===== config.mk =====
export PLATFORM = sky130hd
export DESIGN_NAME = dmem_port_arbiter
export DESIGN_NICKNAME = d
export VERILOG_FILES = /design/src/rtl/dmem_port_arbiter.sv
export SDC_FILE = /design/constraint.sdc
export NUM_CORES = 1
export LEC_CHECK = 0
export ABC_CLOCK_PERIOD_IN_PS = 8000
export BUFFER_PORTS_ARGS = -buffer_cell sky130_fd_sc_hd__buf_2
export CAP_MARGIN = 20
export CORE_MARGIN = 2
export CORE_UTILIZATION = 51
export DETAILED_ROUTE_END_ITERATION = 12
export GPL_TIMING_DRIVEN = 0
export HOLD_SLACK_MARGIN = 0.03
export PLACE_DENSITY = 0.86
export SLEW_MARGIN = 10
export SYNTH_ARGS = -nofsm -noshare
export SYNTH_HDL_FRONTEND = slang
export SYNTH_SLANG_ARGS = --single-unit

===== constraint.sdc =====
create_clock -name clk -period 8 [get_ports clk]
set_input_delay 0 -clock clk [delete_from_list [all_inputs] [get_ports clk]]
set_output_delay 0 -clock clk [all_outputs]
set_load 0.01 [all_outputs]

===== src/rtl/dmem_port_arbiter.sv =====
// dmem_port_arbiter
// Single data-memory port controller: arbitrates memory-FU loads against
// retired-store drains from the LSQ, tracks one outstanding access and
// squashes load writeback when a younger-than-branch load is flushed.
// Optional feature macro: DMEM_ARB_FAIRNESS_EN enables the load-streak
// counter that forces a waiting store through after MAX_LOAD_STREAK loads.
module dmem_port_arbiter #(
    parameter int MAX_LOAD_STREAK = 4,
    parameter int ROB_W           = 5,
    parameter int PD_W            = 7
) (
    input  logic             clk,
    input  logic             reset_n,
    input  logic             ld_req_valid,
    output logic             ld_req_ready,
    input  logic [31:0]      ld_addr,
    input  logic [PD_W-1:0]  ld_pd,
    input  logic [ROB_W-1:0] ld_rob,
    input  logic             st_req_valid,
    output logic             st_req_ready,
    input  logic [31:0]      st_addr,
    input  logic [31:0]      st_data,
    input  logic             lsq_full,
    output logic             mem_req_valid,
    input  logic             mem_req_ready,
    output logic             mem_req_we,
    output logic [31:0]      mem_req_addr,
    output logic [31:0]      mem_req_wdata,
    input  logic             mem_resp_valid,
    input  logic [31:0]      mem_resp_data,
    output logic             wb_valid,
    output logic [PD_W-1:0]  wb_pd,
    output logic [ROB_W-1:0] wb_rob,
    output logic [31:0]      wb_data,
    input  logic [ROB_W-1:0] rob_head,
    input  logic             mispredict,
    input  logic [ROB_W-1:0] mispredict_tag,
    output logic             busy
);

    localparam logic [1:0] S_IDLE = 2'd0;
    localparam logic [1:0] S_REQ  = 2'd1;
    localparam logic [1:0] S_RESP = 2'd2;

    // A zero streak limit would starve loads outright when a store waits.
    if (MAX_LOAD_STREAK < 1) begin : g_bad_streak
        $error("MAX_LOAD_STREAK must be at least 1");
    end

    logic [1:0]       state_q, state_d;
    logic             squash_q, squash_d;
    logic             we_q;
    logic [31:0]      addr_q, wdata_q;
    logic [PD_W-1:0]  pd_q;
    logic [ROB_W-1:0] rob_q;
    logic             wb_valid_q, wb_valid_d;
    logic [PD_W-1:0]  wb_pd_q;
    logic [ROB_W-1:0] wb_rob_q;
    logic [31:0]      wb_data_q;

    logic             idle, in_req;
    logic             store_pri, st_win, st_go, ld_go;
    logic [ROB_W-1:0] ld_age, mp_age;
    logic             kill_ld;

    assign idle   = (state_q == S_IDLE);
    assign in_req = (state_q == S_REQ);

`ifdef DMEM_ARB_FAIRNESS_EN
    localparam int               STK_W   = $clog2(MAX_LOAD_STREAK + 1);
    localparam logic [STK_W-1:0] STK_MAX = STK_W'(MAX_LOAD_STREAK);

    logic [STK_W-1:0] streak_q, streak_d;

    // A waiting store wins once loads have used up their streak allowance.
    assign store_pri = lsq_full | (streak_q >= STK_MAX);

    // Streak counts loads that overtook a waiting store; any store grant resets it.
    always_comb begin
        streak_d = streak_q;
        if (st_go)
            streak_d = '0;
        else if (ld_go && st_req_valid && (streak_q != STK_MAX))
            streak_d = streak_q + 1'b1;
    end

    // Streak register.
    always_ff @(posedge clk or negedge reset_n) begin
        if (!reset_n) streak_q <= '0;
        else          streak_q <= streak_d;
    end
`else
    // Without the fairness counter only a full LSQ lets a store beat a load.
    assign store_pri = lsq_full;
`endif

    // Store wins when alone or when it holds priority; loads also yield to a flush.
    assign st_win = st_req_valid & (~ld_req_valid | store_pri);
    assign st_go  = reset_n & idle & st_win;
    assign ld_go  = reset_n & idle & ld_req_valid & ~st_win & ~mispredict;

    assign ld_req_ready = ld_go;
    assign st_req_ready = st_go;

    // ROB ages are taken relative to the head so wraparound compares correctly.
    assign ld_age  = rob_q - rob_head;
    assign mp_age  = mispredict_tag - rob_head;
    assign kill_ld = mispredict & ~we_q & (ld_age > mp_age);

    // Access sequencing, squash tracking and writeback decision.
    always_comb begin
        state_d    = state_q;
        squash_d   = squash_q;
        wb_valid_d = 1'b0;
        case (state_q)
            S_IDLE: begin
                squash_d = 1'b0;
                if (st_go || ld_go) state_d = S_REQ;
            end
            S_REQ: begin
                // The request stays up even if squashed; only writeback is dropped.
                if (kill_ld) squash_d = 1'b1;
                if (mem_req_ready) begin
                    state_d = we_q ? S_IDLE : S_RESP;
                    if (we_q) squash_d = 1'b0;
                end
            end
            S_RESP: begin
                if (kill_ld) squash_d = 1'b1;
                if (mem_resp_valid) begin
                    state_d    = S_IDLE;
                    wb_valid_d = ~squash_q & ~kill_ld;
                    squash_d   = 1'b0;
                end
            end
            default: begin
                state_d  = S_IDLE;
                squash_d = 1'b0;
            end
        endcase
    end

    // Control state registers.
    always_ff @(posedge clk or negedge reset_n) begin
        if (!reset_n) begin
            state_q  <= S_IDLE;
            squash_q <= 1'b0;
        end else begin
            state_q  <= state_d;
            squash_q <= squash_d;
        end
    end

    // Capture the granted request so the memory channel sees stable fields.
    always_ff @(posedge clk or negedge reset_n) begin
        if (!reset_n) begin
            we_q    <= 1'b0;
            addr_q  <= '0;
            wdata_q <= '0;
            pd_q    <= '0;
            rob_q   <= '0;
        end else if (st_go) begin
            we_q    <= 1'b1;
            addr_q  <= st_addr;
            wdata_q <= st_data;
        end else if (ld_go) begin
            we_q    <= 1'b0;
            addr_q  <= ld_addr;
            wdata_q <= '0;
            pd_q    <= ld_pd;
            rob_q   <= ld_rob;
        end
    end

    // Writeback pulse registered one cycle after the response arrives.
    always_ff @(posedge clk or negedge reset_n) begin
        if (!reset_n) begin
            wb_valid_q <= 1'b0;
            wb_pd_q    <= '0;
            wb_rob_q   <= '0;
            wb_data_q  <= '0;
        end else begin
            wb_valid_q <= wb_valid_d;
            if (wb_valid_d) begin
                wb_pd_q   <= pd_q;
                wb_rob_q  <= rob_q;
                wb_data_q <= mem_resp_data;
            end
        end
    end

    assign mem_req_valid = in_req;
    assign mem_req_we    = in_req & we_q;
    assign mem_req_addr  = in_req ? addr_q  : '0;
    assign mem_req_wdata = in_req ? wdata_q : '0;

    assign wb_valid = wb_valid_q;
    assign wb_pd    = wb_pd_q;
    assign wb_rob   = wb_rob_q;
    assign wb_data  = wb_data_q;

    assign busy = ~idle;

endmodule


==> impl_metrics.py <==
metrics = {
    "floorplanning": {
        "dieHeight_microns": 111,
        "die_w_microns": 111,
        "rows": 39,
        "initial_utilization": 0.519,
        "core-area_sq_um": 11300,
        "num_io_pins": 272,
        "dieArea_sq_um": 12400,
    },
    "timing": {
        "max_slew_margin": 0.586,
        "clock_skew_ps": 7.90,
        "fin_crit_sh": 0.423,
        "finalSetupTns_ps": 0,
        "period_needed_ps": 3380,
        "rsz0062_at_grt": "false",
        "fmaxAchievable_mhz": 296,
        "hold_viol": 0,
        "setup-violations-final": 0,
        "report.final.slew_viol_count": 0,
        "worst_pin_slew_ps": 621,
    },
    "power_and_ir_drop": {
        "p_int_mw": 2.13,
        "p_sw_frac": 0.340,
        "power_leakage_nw": 5.10,
        "power.share.clock": 0.252,
        "powerDensity_nw_per_um2": 338,
        "power_switching_mw": 1.10,
        "comb_power_share": 0.394,
        "power_frac_seq": 0.354,
        "ir_drop_mv": 0.237,
    },
    "global_route": {
        "grt_max_degree": 65,
        "grt_pass1_wl_microns": 34400,
        "antenna_found_initial": 0,
        "grt_pass1_vias": 6303,
        "track_usage": 0.357,
        "overflow": 0,
    },
    "cts": {
        "cts.repair.resized": 0,
        "clockBufferDepth": 2,
        "clock_sinks": 125,
        "path_clk_slew_ps": 60,
        "cts_max_level": 4,
        "cts_setup_buffers": 0,
        "insertion_delay_ps": 420,
        "cts_root_buf": "clkbuf_16",
        "cts_tree": "yes",
        "cts_buffers": 17,
    },
    "finish": {
        "syn_to_final_growth_pct": 62.2,
        "seqCellArea_sq_um": 3130,
        "final_cells": 1072,
        "nets": 1094,
        "antennaDiodeCount": 0,
        "fillers": 521,
        "final_cell_mix": "buf_2, dlygate4sd3_1, dfrtp_1, and2_1, mux2_1",
        "multi_input_area_sq_um": 2510,
        "layout_commonest_cell": "buf_2",
        "post_route_cells_drive_above_1_share": 0.362,
    },
    "setup_path": {
        "rr_startpoint": "rob_q[0]",
        "required_ps": 8290,
        "cpMaxStageDelayCell": "dfrtp_1",
        "worstReg2RegEnd": "wb_pd[1]",
        "worst-setup-path-type": "reg2reg",
        "cp_max_fo": 10,
        "path_buf_inv": 3,
        "start_kind": "register",
        "cp_top_family": "compound AO/OA/AOI/OAI gates",
        "critPathLaunch": "rob_q[0]",
        "r2r_cells": 13,
        "worst_ep_arrival_time_ps": 3670,
        "critPathCaptureType": "register",
        "r2r_slack_ps": 4620,
        "max_stage_delay_ps": 430,
        "crit_chain": "inv_1 -> ha_1 -> inv_1 -> fa_1 -> a21o_1 -> a21oi_1 -> xnor2_1 -> ha_1 -> nand4_1 -> o21ai_1 -> o2bb2ai_4 -> buf_6 -> mux2_1",
    },
    "route": {
        "wl_microns": 22000,
        "wl_per_cell_microns": 20.5,
        "first_pass_iters": 5,
        "drc": 0,
        "routed-via-count": 5848,
        "ant_nets": 0,
        "drt_iter0_drc": 449,
        "viasPerCell": 5.46,
    },
    "place": {
        "place_congestion": 0.872,
        "post-dp-hpwl_microns": 11900,
        "io_buffers": 271,
        "place_inst": 896,
    },
    "synth": {
        "seq_area_frac_synth": 0.532,
        "yosysTopAreaCell": "dfrtp_1",
        "synth.area.top_cells": "dfrtp_1, mux2_1, and2_1",
        "syn_area_sq_um": 5870,
        "syn_nets": 656,
        "synth_top_area_frac": 0.532,
        "postSynthCellCount": 481,
        "yosysWarnings": 0,
        "avgSynthCellArea_sq_um": 12.2,
        "synth-seq-cells": 125,
        "yosys.cell_types.count": 35,
    },
    "status": {
        "status": "finished, final reports clean",
    },
    "job": {
        "cap_violations": 0,
    },
    "worst_hold_path": {
        "min_path_cells": 4,
        "hold_start": "mem_resp_valid",
        "hp-class": "in2reg",
        "min_to": "state_q[0]",
    },
}
[area by class of cell]
class	count	area share
inverter	15	0.00591
timing repair buffer	419	0.300
clock buffer	21	0.0494
tap	143	0.0188
multi-input combinational	312	0.263
clock inverter	8	0.0147
buffer	29	0.0190
sequential	125	0.328
[worst reg2reg max path, cell delays in order (launching register included)]
cell and delay [ps]:
dfrtp_1 430, inv_1 80, ha_1 140, inv_1 70, fa_1 440, a21o_1 190
a21oi_1 190, xnor2_1 100, ha_1 340, nand4_1 140, o21ai_1 290, o2bb2ai_4 270
buf_6 240, mux2_1 360
[Yosys cell counts, drive strengths merged]
cell,instances
and2,66
a21o,4
o21ba,1
xnor2,5
nand4b,1
fa,2
a22o,32
a2bb2oi,1
o22a,1
nand4,1
o22ai,1
buf,13
mux2,57
and3b,1
o2bb2ai,1
or2,1
nand2b,1
dfrtp,125
nor2,3
ha,15
inv,15
mux2i,32
nand2,36
nor2b,2
xor2,4
clkbuf,16
and3,1
o21ai,35
a21oi,7
o221a,1
[cell families (layout without fill, tap and decap cells)]
group           after synthesis  in the layout  synth area share
xor+xnor                      9              9            0.0134
compound gates               84             84             0.102
simple gates                113            113             0.105
fa+ha+maj                    17             17            0.0388
mux                          89             89             0.168
flops                       125            125             0.532
buf+inv                      44            492            0.0405
[stage by stage]
step | util | total power, mW | cell area, sq um | hold slack [ps] | setup slack, ps
after global placement | 0.655 | 2.06 | 7410 | 202 | 4410
after floorplan | - | 1.71 | 5870 | -296 | 5120
after CTS | 0.841 | 3.10 | 9530 | 60.6 | 4750
after detailed placement | 0.657 | 2.12 | 7440 | 16.9 | 4800
after global routing | 0.841 | 3.36 | 9530 | 103 | 4500
final | 0.841 | 3.22 | 9530 | 83.4 | 4620
[what timing repair did]
action | 4_1_cts | 5_1_grt
endpoints found under the setup margin | 0 | 0
hold endpoints to repair | 173 | 0
hold buffers | 147 | 0
[power groups by stage]
stage | logic (mW) | clock network [mW] | registers [mW]
2_1_floorplan | 0.587 | 0 | 1.12
3_5_place_dp | 1.02 | 0 | 1.10
5_1_grt | 1.35 | 0.844 | 1.17
6_report | 1.27 | 0.813 | 1.14
3_3_place_gp | 0.976 | 0 | 1.08
4_1_cts | 1.19 | 0.812 | 1.10
[how the worst max path moves through the flow]
stage | to | cells after the start
final | wb_pd[1] | 13
after CTS | wb_pd[1] | 13
after detailed placement | wb_data[16] | 13
after global placement | rob_q[4] | 6
after floorplan | wb_data[10] | 13
after global routing | wb_data[22] | 13
[per-layer routing]
metal	part of all wire	vias to the layer above	GRT usage
met2	0.50	397	0.612
li1	-	2543	-
met4	0.052	0	0.202
met3	0.081	107	0.0924
met5	0	-	0
met1	0.37	2801	0.407
[flip-flops by register name, indices dropped and copies added, names as in the netlist]
register / cells
pd_q: 7
state_q: 2
we_q: 1
wb_data: 32
wb_pd: 7
rob_q: 5
addr_q: 32
wb_valid: 1
wdata_q: 32
wb_rob: 5
squash_q: 1
No activity file was read; power rests on OpenSTA's default activity.
